`src/rtl/lynx_pkg.sv`:
```
// -----------------------------------------------------------------------------
// lynx_pkg
// Shared definitions for the boot-time ROM-to-RAM copier:
//   - ST_* constants   : raw 2-bit FSM encodings, for legacy code that
//                        compares plain vectors
//   - loader_state_t   : FSM state enum (FETCH, LATCH, WRITE, DONE) built
//                        on the ST_* encodings
//   - RST_* constants  : reset values of the loader's control registers
// -----------------------------------------------------------------------------
package lynx_pkg;

    localparam logic [1:0] ST_FETCH = 2'd0;
    localparam logic [1:0] ST_LATCH = 2'd1;
    localparam logic [1:0] ST_WRITE = 2'd2;
    localparam logic [1:0] ST_DONE  = 2'd3;

    typedef enum logic [1:0] {
        FETCH = ST_FETCH,
        LATCH = ST_LATCH,
        WRITE = ST_WRITE,
        DONE  = ST_DONE
    } loader_state_t;

    localparam loader_state_t RST_STATE = FETCH;
    localparam logic          RST_BUSY  = 1'b1;
    localparam logic          RST_DONE  = 1'b0;
    localparam logic          RST_REQ   = 1'b0;
    localparam logic          RST_ACKF  = 1'b0;
    localparam logic [7:0]    RST_SUM   = 8'h00;
    localparam logic          RST_OK    = 1'b0;

endpackage

```
`src/rtl/rom_loader_if.sv`:
```
// -----------------------------------------------------------------------------
// rom_loader_if
// Bundles the ROM read port and the RAM write handshake used by rom_loader.
// Parameters: RAW (ROM word address width), DW (data width), AW (RAM address
// width).
// Signals:
//   rom_ce  : ROM read enable               (loader -> ROM)
//   rom_a   : ROM word address              (loader -> ROM)
//   rom_q   : ROM data, registered in ROM   (ROM -> loader)
//   ram_req : write request, level          (loader -> RAM ctrl)
//   ram_we  : write strobe, equals ram_req  (loader -> RAM ctrl)
//   ram_a   : RAM write address             (loader -> RAM ctrl)
//   ram_d   : RAM write data                (loader -> RAM ctrl)
//   ram_ack : write accepted, 1-cycle pulse (RAM ctrl -> loader)
// Modports: master = loader side, slave = ROM / RAM-controller side.
// -----------------------------------------------------------------------------
interface rom_loader_if #(
    parameter int RAW = 14,
    parameter int DW  = 8,
    parameter int AW  = 18
) ();

    logic            rom_ce;
    logic [RAW-1:0]  rom_a;
    logic [DW-1:0]   rom_q;
    logic            ram_req;
    logic            ram_we;
    logic [AW-1:0]   ram_a;
    logic [DW-1:0]   ram_d;
    logic            ram_ack;

    modport master (
        output rom_ce, rom_a, ram_req, ram_we, ram_a, ram_d,
        input  rom_q, ram_ack
    );

    modport slave (
        input  rom_ce, rom_a, ram_req, ram_we, ram_a, ram_d,
        output rom_q, ram_ack
    );

endinterface

```
`src/rtl/rom_loader.sv`:
```
// -----------------------------------------------------------------------------
// rom_loader
// Copies the ROM image (N = KB*1024 words) into RAM starting at BASE before
// the CPU leaves reset. Each word goes FETCH (ROM read) -> LATCH (capture
// rom_q) -> WRITE (hold ram_req until acked), then the next word; after the
// last word the FSM parks in DONE.
//
// Optional feature macro: ROM_CHECKSUM_EN adds parameter SUM and the ports
// sum/ok (running 8-bit checksum of the copied words and the match flag).
//
// Ports:
//   clock : system clock
//   reset : synchronous active-high reset
//   ce    : clock enable for the FSM (ack sampling ignores it)
//   bus   : rom_loader_if.master (ROM read port + RAM write handshake)
//   busy  : copy in progress (holds the CPU in reset)
//   done  : copy complete, sticky until reset
//   sum   : running checksum                 (ROM_CHECKSUM_EN only)
//   ok    : done & (sum == SUM)              (ROM_CHECKSUM_EN only)
// -----------------------------------------------------------------------------
module rom_loader
    import lynx_pkg::*;
#(
    parameter int KB   = 16,
    parameter int DW   = 8,
    parameter int AW   = 18,
    parameter int BASE = 0
`ifdef ROM_CHECKSUM_EN
    ,
    parameter logic [7:0] SUM = 8'h00
`endif
) (
    input  logic         clock,
    input  logic         reset,
    input  logic         ce,
    rom_loader_if.master bus,
    output logic         busy,
    output logic         done
`ifdef ROM_CHECKSUM_EN
    ,
    output logic [7:0]   sum,
    output logic         ok
`endif
);

    localparam int N   = KB * 1024;
    localparam int RAW = $clog2(N);

    localparam logic [RAW-1:0] LAST_IDX = RAW'(N - 1);
    localparam logic [RAW-1:0] IDX_ZERO = {RAW{1'b0}};
    localparam logic [RAW-1:0] IDX_ONE  = {{(RAW-1){1'b0}}, 1'b1};
    localparam logic [AW-1:0]  BASE_A   = AW'(BASE);
    localparam logic [AW-1:0]  ADDR_ONE = {{(AW-1){1'b0}}, 1'b1};
    localparam logic [DW-1:0]  DATA_ZERO = {DW{1'b0}};

    loader_state_t  state_q, state_d;
    logic [RAW-1:0] idx_q, idx_d;
    logic [AW-1:0]  ram_a_q, ram_a_d;
    logic [DW-1:0]  ram_d_q, ram_d_d;
    logic           req_q, req_d;
    logic           ack_flag_q, ack_flag_d;
    logic           busy_q, busy_d;
    logic           done_q, done_d;
    logic           ack_s;
    logic           acked_s;

`ifdef ROM_CHECKSUM_EN
    logic [7:0]     sum_q, sum_d;
    logic           ok_q, ok_d;

    // Low byte of a data word, zero-extended first so narrow DW still works.
    function automatic logic [7:0] low8(input logic [DW-1:0] w);
        logic [DW+7:0] ext;
        ext = {8'h00, w};
        return ext[7:0];
    endfunction
`endif

    // An ack only counts while a request is outstanding; acks seen with
    // ram_req low are discarded.
    assign ack_s   = bus.ram_ack & req_q;
    // The WRITE state may leave on the very edge the ack is sampled, or later
    // from the sticky flag if that edge had ce low.
    assign acked_s = ack_flag_q | ack_s;

    // Next-state logic: FSM sequencing, index/address advance, handshake, checksum
    always_comb begin
        state_d    = state_q;
        idx_d      = idx_q;
        ram_a_d    = ram_a_q;
        ram_d_d    = ram_d_q;
        req_d      = req_q;
        ack_flag_d = ack_flag_q;
        busy_d     = busy_q;
        done_d     = done_q;
`ifdef ROM_CHECKSUM_EN
        sum_d      = sum_q;
        ok_d       = ok_q;
`endif

        // Handshake sampling runs every edge, independent of ce.
        if (ack_s) begin
            req_d      = 1'b0;
            ack_flag_d = 1'b1;
        end else begin
            req_d      = req_q;
            ack_flag_d = ack_flag_q;
        end

        case (state_q)
            FETCH: begin
                if (ce) begin
                    state_d = LATCH;
                end else begin
                    state_d = FETCH;
                end
            end
            LATCH: begin
                if (ce) begin
                    state_d = WRITE;
                    ram_d_d = bus.rom_q;
                    req_d   = 1'b1;
`ifdef ROM_CHECKSUM_EN
                    sum_d   = sum_q + low8(bus.rom_q);
`endif
                end else begin
                    state_d = LATCH;
                end
            end
            WRITE: begin
                if (ce && acked_s) begin
                    ack_flag_d = 1'b0;
                    if (idx_q == LAST_IDX) begin
                        state_d = DONE;
                        busy_d  = 1'b0;
                        done_d  = 1'b1;
`ifdef ROM_CHECKSUM_EN
                        ok_d    = (sum_q == SUM);
`endif
                    end else begin
                        state_d = FETCH;
                        idx_d   = idx_q + IDX_ONE;
                        ram_a_d = ram_a_q + ADDR_ONE;
                    end
                end else begin
                    state_d = WRITE;
                end
            end
            DONE: begin
                state_d = DONE;
            end
            default: begin
                state_d = FETCH;
            end
        endcase
    end

    // Register update with synchronous active-high reset
    always_ff @(posedge clock) begin
        if (reset) begin
            state_q    <= RST_STATE;
            idx_q      <= IDX_ZERO;
            ram_a_q    <= BASE_A;
            ram_d_q    <= DATA_ZERO;
            req_q      <= RST_REQ;
            ack_flag_q <= RST_ACKF;
            busy_q     <= RST_BUSY;
            done_q     <= RST_DONE;
`ifdef ROM_CHECKSUM_EN
            sum_q      <= RST_SUM;
            ok_q       <= RST_OK;
`endif
        end else begin
            state_q    <= state_d;
            idx_q      <= idx_d;
            ram_a_q    <= ram_a_d;
            ram_d_q    <= ram_d_d;
            req_q      <= req_d;
            ack_flag_q <= ack_flag_d;
            busy_q     <= busy_d;
            done_q     <= done_d;
`ifdef ROM_CHECKSUM_EN
            sum_q      <= sum_d;
            ok_q       <= ok_d;
`endif
        end
    end

    // rom_ce must be combinational so the ROM's registered output is ready in
    // LATCH, one ce after the read; it is gated off while reset is asserted.
    assign bus.rom_ce  = ce & (state_q == FETCH) & ~reset;
    assign bus.rom_a   = idx_q;
    assign bus.ram_req = req_q;
    assign bus.ram_we  = req_q;
    assign bus.ram_a   = ram_a_q;
    assign bus.ram_d   = ram_d_q;
    assign busy        = busy_q;
    assign done        = done_q;
`ifdef ROM_CHECKSUM_EN
    assign sum         = sum_q;
    assign ok          = ok_q;
`endif

endmodule
```
`src/flat_wrapper.sv`:
```
// flat-port wrapper written by rule: the top's interface ports become plain ports
module rom_loader_flat import lynx_pkg::*;
#(
    parameter int KB   = 16,
    parameter int DW   = 8,
    parameter int AW   = 18,
    parameter int BASE = 0

)
  (clock, reset, ce, busy, done, bus_rom_ce, bus_rom_a, bus_ram_req, bus_ram_we, bus_ram_a, bus_ram_d, bus_rom_q, bus_ram_ack);
  rom_loader_if #(.DW(DW), .AW(AW)) bus_i ();
  input  logic clock;
  input  logic reset;
  input  logic ce;
  output logic busy;
  output logic done;
  output wire logic [$bits(bus_i.rom_ce)-1:0] bus_rom_ce;
  output wire logic [$bits(bus_i.rom_a)-1:0] bus_rom_a;
  output wire logic [$bits(bus_i.ram_req)-1:0] bus_ram_req;
  output wire logic [$bits(bus_i.ram_we)-1:0] bus_ram_we;
  output wire logic [$bits(bus_i.ram_a)-1:0] bus_ram_a;
  output wire logic [$bits(bus_i.ram_d)-1:0] bus_ram_d;
  input wire logic [$bits(bus_i.rom_q)-1:0] bus_rom_q;
  input wire logic [$bits(bus_i.ram_ack)-1:0] bus_ram_ack;
  assign bus_rom_ce = bus_i.rom_ce;
  assign bus_rom_a = bus_i.rom_a;
  assign bus_ram_req = bus_i.ram_req;
  assign bus_ram_we = bus_i.ram_we;
  assign bus_ram_a = bus_i.ram_a;
  assign bus_ram_d = bus_i.ram_d;
  assign bus_i.rom_q = bus_rom_q;
  assign bus_i.ram_ack = bus_ram_ack;
  rom_loader #(.KB(KB), .DW(DW), .AW(AW), .BASE(BASE)) u_core (.clock(clock), .reset(reset), .ce(ce), .bus(bus_i), .busy(busy), .done(done));
endmodule
```
`config.mk`:
```
export PLATFORM = sky130hd
export DESIGN_NAME = rom_loader_flat
export DESIGN_NICKNAME = d
export VERILOG_FILES = /design/src/rtl/lynx_pkg.sv /design/src/rtl/rom_loader_if.sv /design/src/rtl/rom_loader.sv /design/src/flat_wrapper.sv
export SDC_FILE = /design/constraint.sdc
export NUM_CORES = 1
export LEC_CHECK = 0
export ABC_AREA = 1
export ABC_CLOCK_PERIOD_IN_PS = 1800
export BUFFER_PORTS_ARGS = -buffer_cell sky130_fd_sc_hd__buf_2
export CORE_AREA = 2 2 112 81
export DETAILED_ROUTE_END_ITERATION = 7
export DIE_AREA = 0 0 114 83
export PLACE_DENSITY = 0.54
export SYNTH_ARGS = -nofsm -noshare
export SYNTH_HDL_FRONTEND = slang
export SYNTH_SLANG_ARGS = --single-unit
```
`constraint.sdc`:
```
create_clock -name clock -period 1.8 [get_ports clock]
set_input_delay 0 -clock clock [delete_from_list [all_inputs] [get_ports clock]]
set_output_delay 0 -clock clock [all_outputs]
set_load 0.03 [all_outputs]
```
==> summary.txt, run 1 <==
Clocking
  – Total clock buffers created by CTS: 5
  – CTS Sinks: 46
  – Max clock buf depth: 2
  – H-tree depth: 2
  – CTS tree: yes
  – Clock root buffer: clkbuf_16
  – Worst skew pair latency: 290 ps
  – Clock slew at reported path FFs: 60 ps
  – Post-CTS setup buffer count: 0

Synth
  – Count of state elements after synthesis: 46
  – Dominant cells by area after synthesis: dfxtp_1 36%, nand2_1 13%, a21oi_2 9.0%
  – Post-synth top area share: 36.3%
  – Mapped Cells: 353
  – Syn_nets: 367
  – Yosys warnings: 0
  – Asr flop ratio synth: 0%
  – Distinct cells, synth: 29
  – Seq/Total Area, Yosys: 36.3%
  – Synth Cell Area: 2540 sq um
  – Synth Flop Type: dfxtp_1
  – EDFF count, synth: 0
  – Syn Area/Cell: 7.20 sq um
  – Yosys top cell by area: dfxtp_1

Worst setup path
  – CP Class: flip-flop to flip-flop
  – Crit path launch type: flip-flop
  – CP max FO: 10
  – Worst Path Required: 2020 ps
  – Setup crit end kind: flip-flop
  – Worst Path Arrival: 1850 ps

Power
  – Switching Power: 506 uW
  – Gate power share: 7.1%
  – VDD IR-drop max: 349 uV
  – Pleak: 0.00143 uW
  – Seq pwr share: 49.3%
  – Power Dens Cells: 634 nW/um^2
  – Clock share of power: 43.7%
  – Sw Share: 24.0%
  – Int Power: 1610 uW

Floorplanning
  – Total die area: 9460 sq um
  – Row count: 28
  – Die Span Y: 83 microns
  – Die X: 114 microns
  – Core Area: 8340 sq um
  – I/O pin total: 57
  – Initial core utilization: 30.5%

Layout
  – Commonest non-fill, non-tap cells in the layout: 89 x nand2_1, 56 x buf_2, 50 x nor2_1
  – Fin nets: 452
  – Most common cell after layout, fill and taps aside: nand2_1
  – Area growth syn-to-layout: 31.1%
  – Fill count: 894
  – Layout cells sized above 1: 33.0%
  – Antenna fix cells: 0
  – Final core utilization: 39.9%

Drt
  – Routed Antenna Nets: 0
  – Vias per cell: 4.52
  – Routed WL: 6.75 mm
  – Starting DRT DRC Count: 132
  – Via total after detailed routing: 2,459
  – Drc violations: 0
  – Wirelength per Cell: 12.4 microns
  – Pre-Repair DR Iteration Count: 4

Place
  – Place WS: -39.6 ps
  – I/O Buffers: 56
  – Post-DP HPWL: 4.70 mm
  – Placer Congestion: 0.897

Timing
  – Crit share post-route: 91.1%
  – Min cycle time layout: 1640 ps
  – Setup ws final: 161 ps
  – Worst-Margin Slew: 569 ps
  – Setup TNS: 0 ps
  – Fin. Hold Viols: 0
  – Max-slew headroom: 61.9%
  – Pins Over Slew Limit: 0
  – Clock skew: 12.1 ps
  – Final setup vio count: 0
  – Unrepaired setup endpoints after global routing: no
  – FMAX: 610 MHz

GRT
  – First-pass GRT wire length: 10.8 mm
  – Grt ovf: 0
  – Vias in the first global route: 2,164
  – Initial antenna violation count: 0
  – Pin count of the biggest net entering global routing: 33
  – Global-route usage over all layers: 13.8%

Status
  – Status: finished clean

Flow run
  – Maxcap violations: 0

Min path
  – Min-delay worst type: input port to flip-flop
critical path, cell delays in order (launching register included):
cell	delay (ps)
dfxtp_1	440
inv_1	130
nor3_4	290
nand4_2	180
nand2_2	130
buf_4	200
nand2_1	80
a21oi_2	110
flip-flops by register name, summed over array words and instances, names as in the netlist:
| name | count |
|---|---|
| u_core.bus.rom_a | 14 |
| u_core.done | 1 |
| u_core.busy | 1 |
| u_core.bus.ram_a | 18 |
| u_core.state_q | 2 |
| u_core.bus.ram_req | 1 |
| u_core.ack_flag_q | 1 |
| u_core.bus.ram_d | 8 |
final cells by class:
cell class	count	area [sq um]	area share, %
multi-input combinational	267	1450	43.4
clock buffer	5	125	3.76
tap	105	131	3.95
clock inverter	3	21.3	0.639
timing repair buffer	88	558	16.8
sequential	46	921	27.7
inverter	30	126	3.80
path summary, 6_finish.rpt:
kind	from	endpoint	slack (ps)	cells past startpoint
setup / recovery	u_core.bus.rom_a[8]	u_core.bus.rom_a[5]	160	7
hold / removal	ce	u_core.state_q[1]	10	3
setup reg to reg	u_core.bus.rom_a[8]	u_core.bus.rom_a[5]	160	7
hold reg to reg	u_core.busy	u_core.busy	440	2
per-stage QoR:
| stage | cell area [sq um] | instances | hold WS, ps | power, uW |
|---|---|---|---|---|
| 2_1_floorplan | 2540 | 353 | 135 | 1150 |
| 3_3_place_gp | 3060 | 525 | 224 | 1200 |
| 3_5_place_dp | 3060 | 525 | 231 | 1200 |
| 4_1_cts | 3300 | 543 | 12.5 | 2130 |
| 5_1_grt | 3330 | 544 | 38.4 | 2200 |
| 6_report | 3330 | 544 | 14.5 | 2110 |
timing repair:
action / 4_1_cts / 5_1_grt
endpoints found under the setup margin: 10 / 33
resized for setup: 0 / 5
hold endpoints to repair: 10 / 0
pin swaps: 2 / 1
gates cloned: 0 / 1
hold buffers: 10 / 0
cells by family (layout without fill, tap and decap cells):
kind of cell / Yosys count / in the layout / synth area share, %
AO/OA/AOI/OAI: 50 / 50 / 13.7
AND/OR/NAND/NOR: 194 / 195 / 34.4
buffers and inverters: 41 / 126 / 7.78
XOR/XNOR: 20 / 20 / 6.90
flip-flops: 46 / 46 / 36.3
adder cells (fa/ha/maj): 2 / 2 / 0.985
layer usage:
layer  routed length [microns]  track usage, %  part of all wire (%)  vias up
li1                          -               -                     -     1296
met3                       229            2.63                   3.4        2
met4                        41            3.10                  0.61        0
met2                      2770            19.4                    41       51
met1                      3710            21.5                    55     1110
met5                         0               0                     0        -
synth_stat cells, types with 3 or more instances:
| cell | count |
|---|---|
| xor2_1 | 12 |
| buf_2 | 3 |
| o21ai_0 | 16 |
| dfxtp_1 | 46 |
| nor3_1 | 4 |
| a21oi_1 | 5 |
| nand3_1 | 16 |
| buf_6 | 3 |
| xnor2_1 | 8 |
| nor2_1 | 51 |
| nand2_2 | 21 |
| nand2_1 | 89 |
| inv_1 | 26 |
| a21oi_2 | 26 |
| nand4_1 | 6 |
| o21ai_1 | 3 |
power groups by stage:
stage / registers [uW] / logic, uW / clock network, uW
after floorplan: 1090 / 57.5 / 0
after detailed placement: 1060 / 134 / 0
after global routing: 1040 / 163 / 1000
final: 1040 / 150 / 922
after CTS: 1040 / 151 / 939
after global placement: 1060 / 133 / 0
No activity file was read; power rests on OpenSTA's default activity.
==> inputs of run 2 (changes only) <==
--- a/config.mk
+++ b/config.mk
@@ -5,12 +5,11 @@
 export SDC_FILE = /design/constraint.sdc
 export NUM_CORES = 1
 export LEC_CHECK = 0
-export ABC_AREA = 1
 export ABC_CLOCK_PERIOD_IN_PS = 1800
 export BUFFER_PORTS_ARGS = -buffer_cell sky130_fd_sc_hd__buf_2
-export CORE_AREA = 2 2 112 81
+export CORE_AREA = 2 2 106 77
 export DETAILED_ROUTE_END_ITERATION = 7
-export DIE_AREA = 0 0 114 83
+export DIE_AREA = 0 0 108 79
 export PLACE_DENSITY = 0.54
 export SYNTH_ARGS = -nofsm -noshare
 export SYNTH_HDL_FRONTEND = slang
==> run 2 against run 1 <==
  * Power is 11% lower
  * Via count is 8.1% lower
  * Cell area is 7.5% lower
  * Sequential share of layout area is 3.3 points higher
  * Clock skew is 7.7 ps lower
  * Clock power is 28% lower
  * Critical path depth is 1 lower
  * Clock-buffer cell count is 2 higher
  * Synthesized cell count is 29% lower
  * Global-route usage is 1.2 points higher
  * Non-clock buffer count is 8 higher
  * Critical path type unchanged
==> summary.txt, run 2 <==
Floorplanning
  – Core Area: 7600 sq um
  – Total die area: 8530 sq um
  – Die X: 108 microns
  – Initial core utilization: 29.8%
  – I/O pin total: 57
  – Die Span Y: 79 microns
  – Row count: 27

Worst setup path
  – Setup crit end kind: flip-flop
  – Worst Path Arrival: 1950 ps
  – Reg2Reg Depth: 6
  – CP Class: flip-flop to flip-flop
  – Worst Path Required: 2030 ps
  – Crit path launch type: flip-flop
  – CP max FO: 5

Timing
  – Setup ws final: 79.0 ps
  – Final setup vio count: 0
  – Crit share post-route: 95.6%
  – Max-slew headroom: 56.7%
  – Clock skew: 4.44 ps
  – Worst-Margin Slew: 649 ps
  – Min cycle time layout: 1720 ps
  – Fin. Hold Viols: 0
  – Pins Over Slew Limit: 0
  – FMAX: 581 MHz

Place
  – Post-DP HPWL: 4.31 mm
  – I/O Buffers: 56
  – Place WS: 58.0 ps
  – Placer Congestion: 0.879

Synth
  – Dominant cells by area after synthesis: dfxtp_1 41%, a21oi_1 6.4%, or4_1 5.6%
  – Most frequent cell after synthesis: dfxtp_1
  – Seq/Total Area, Yosys: 40.6%
  – EDFF count, synth: 0
  – Synth Flop Type: dfxtp_1
  – Syn Area/Cell: 9.00 sq um
  – Yosys warnings: 0
  – Mapped Cells: 252
  – Synth Cell Area: 2270 sq um
  – Asr flop ratio synth: 0%
  – Distinct cells, synth: 40
  – Synth cell count leaders: 46 x dfxtp_1, 29 x a21oi_1, 18 x nor2_1
  – Syn_nets: 266
  – Yosys top cell by area: dfxtp_1
  – Post-synth top area share: 40.6%
  – Count of state elements after synthesis: 46

Clocking
  – Max clock buf depth: 2
  – CTS Sinks: 46
  – Total clock buffers created by CTS: 5
  – Clock slew at reported path FFs: 90 ps
  – CTS tree: yes
  – Worst skew pair latency: 300 ps
  – Post-CTS setup buffer count: 0
  – H-tree depth: 2
  – Clock root buffer: clkbuf_8

Drt
  – Pre-Repair DR Iteration Count: 4
  – Starting DRT DRC Count: 139
  – Routed WL: 6.18 mm
  – Wirelength per Cell: 14.0 microns
  – Routed Antenna Nets: 0
  – Vias per cell: 5.14
  – Drc violations: 0
  – Via total after detailed routing: 2,261

Power
  – Power Dens Cells: 609 nW/um^2
  – VDD IR-drop max: 286 uV
  – Int Power: 1410 uW
  – Gate power share: 9.2%
  – Switching Power: 462 uW
  – Tot Pwr: 1870 uW
  – Clock share of power: 35.6%
  – Seq pwr share: 55.2%
  – Pleak: 0.00132 uW
  – Sw Share: 24.7%

Min path
  – Hold depth: 2
  – Min-delay worst type: input port to flip-flop

GRT
  – Initial antenna violation count: 0
  – Global-route usage over all layers: 15.1%
  – Grt ovf: 0
  – Pin count of the biggest net entering global routing: 32
  – Vias in the first global route: 2,040
  – First-pass GRT wire length: 10.1 mm

Layout
  – Antenna fix cells: 0
  – Fin nets: 352
  – Max reg flops: 18
  – Layout cells sized above 1: 39.5%
  – Most common cell after layout, fill and taps aside: buf_2
  – Area growth syn-to-layout: 35.8%
  – Commonest non-fill, non-tap cells in the layout: 56 x buf_2, 27 x a21oi_1, 27 x buf_4, 27 x dfxtp_1, 18 x nor2_1
  – Fill count: 769

Status
  – Status: finished clean

Flow run
  – Maxcap violations: 0
-- run 2: cell types whose count changed in the layout (fill, tap and decap cells not counted), moves of 8 or more --
cell / delta
nor2_1: -32
mux2i_1: +9
xor2_1: -12
inv_1: -25
a21oi_2: -24
a21oi_1: +22
xnor2_1: -8
nand2_1: -78
dfxtp_2: +15
nor2b_1: +8
dfxtp_1: -19
or4_1: +16
nand2_2: -21
o31ai_1: +15
-- run 2: final timing paths --
path | start | to | slack (ps)
max reg2reg | u_core.bus.rom_a[0] | u_core.bus.rom_a[12] | 80
min reg2reg | u_core.busy | u_core.busy | 480
max | u_core.bus.rom_a[0] | u_core.bus.rom_a[12] | 80
min | reset | u_core.bus.rom_a[5] | 220
-- run 2: power groups by stage --
stage	clock network [uW]	registers, uW	logic [uW]
2_1_floorplan	0	1080	74.9
3_3_place_gp	0	1060	156
3_5_place_dp	0	1060	156
4_1_cts	696	1040	172
5_1_grt	735	1040	188
6_report	666	1030	173
-- run 2: metrics by stage --
stage	cell area, sq um	instances	TNS (ps)	hold WS [ps]	util (%)
2_1_floorplan	2310	252	0	144	-
3_3_place_gp	2850	422	0	230	37.5
3_5_place_dp	2850	422	0	242	37.5
4_1_cts	3040	440	0	207	40.0
5_1_grt	3080	440	-8.14	237	40.5
6_report	3080	440	0	220	40.5
-- run 2: layout make-up --
cell class	instances	area, sq um	share of cell area (%)
multi-input cells	188	1270	41.2
flip-flops and latches	46	955	31.0
repair buffers	96	634	20.6
well taps	101	126	4.10
clock buffers	7	86.3	2.80
clock inverters	1	5.00	0.163
inverters	1	3.75	0.122
-- run 2: kinds of logic after synthesis --
group                    after synthesis  synth area share (%)
AND/OR/NAND/NOR                      112                  30.6
buffers and inverters                 18                  5.19
AO/OA/AOI/OAI                         58                  15.1
multiplexers                          16                  7.45
flip-flops                            46                  40.6
adder cells (fa/ha/maj)                2                  1.10
-- run 2: per-layer routing --
layer / wire length (microns) / track usage, %
met5: 0 / 0
met4: 112 / 5.13
met3: 425 / 3.94
met2: 2510 / 20.9
met1: 3130 / 22.3
-- run 2: worst max-delay path, cell delays in order, from the launching register on --
cell and delay (ps):
dfxtp_4 360, ha_2 200, buf_4 140, and3_1 160
nand4_1 190, or4_1 440, a21oi_1 140
-- run 2: what timing repair did --
item,CTS,global route
hold buffers,10,0
gates resized for setup,0,9
setup endpoints to repair,0,10
endpoints found under the hold margin,10,0
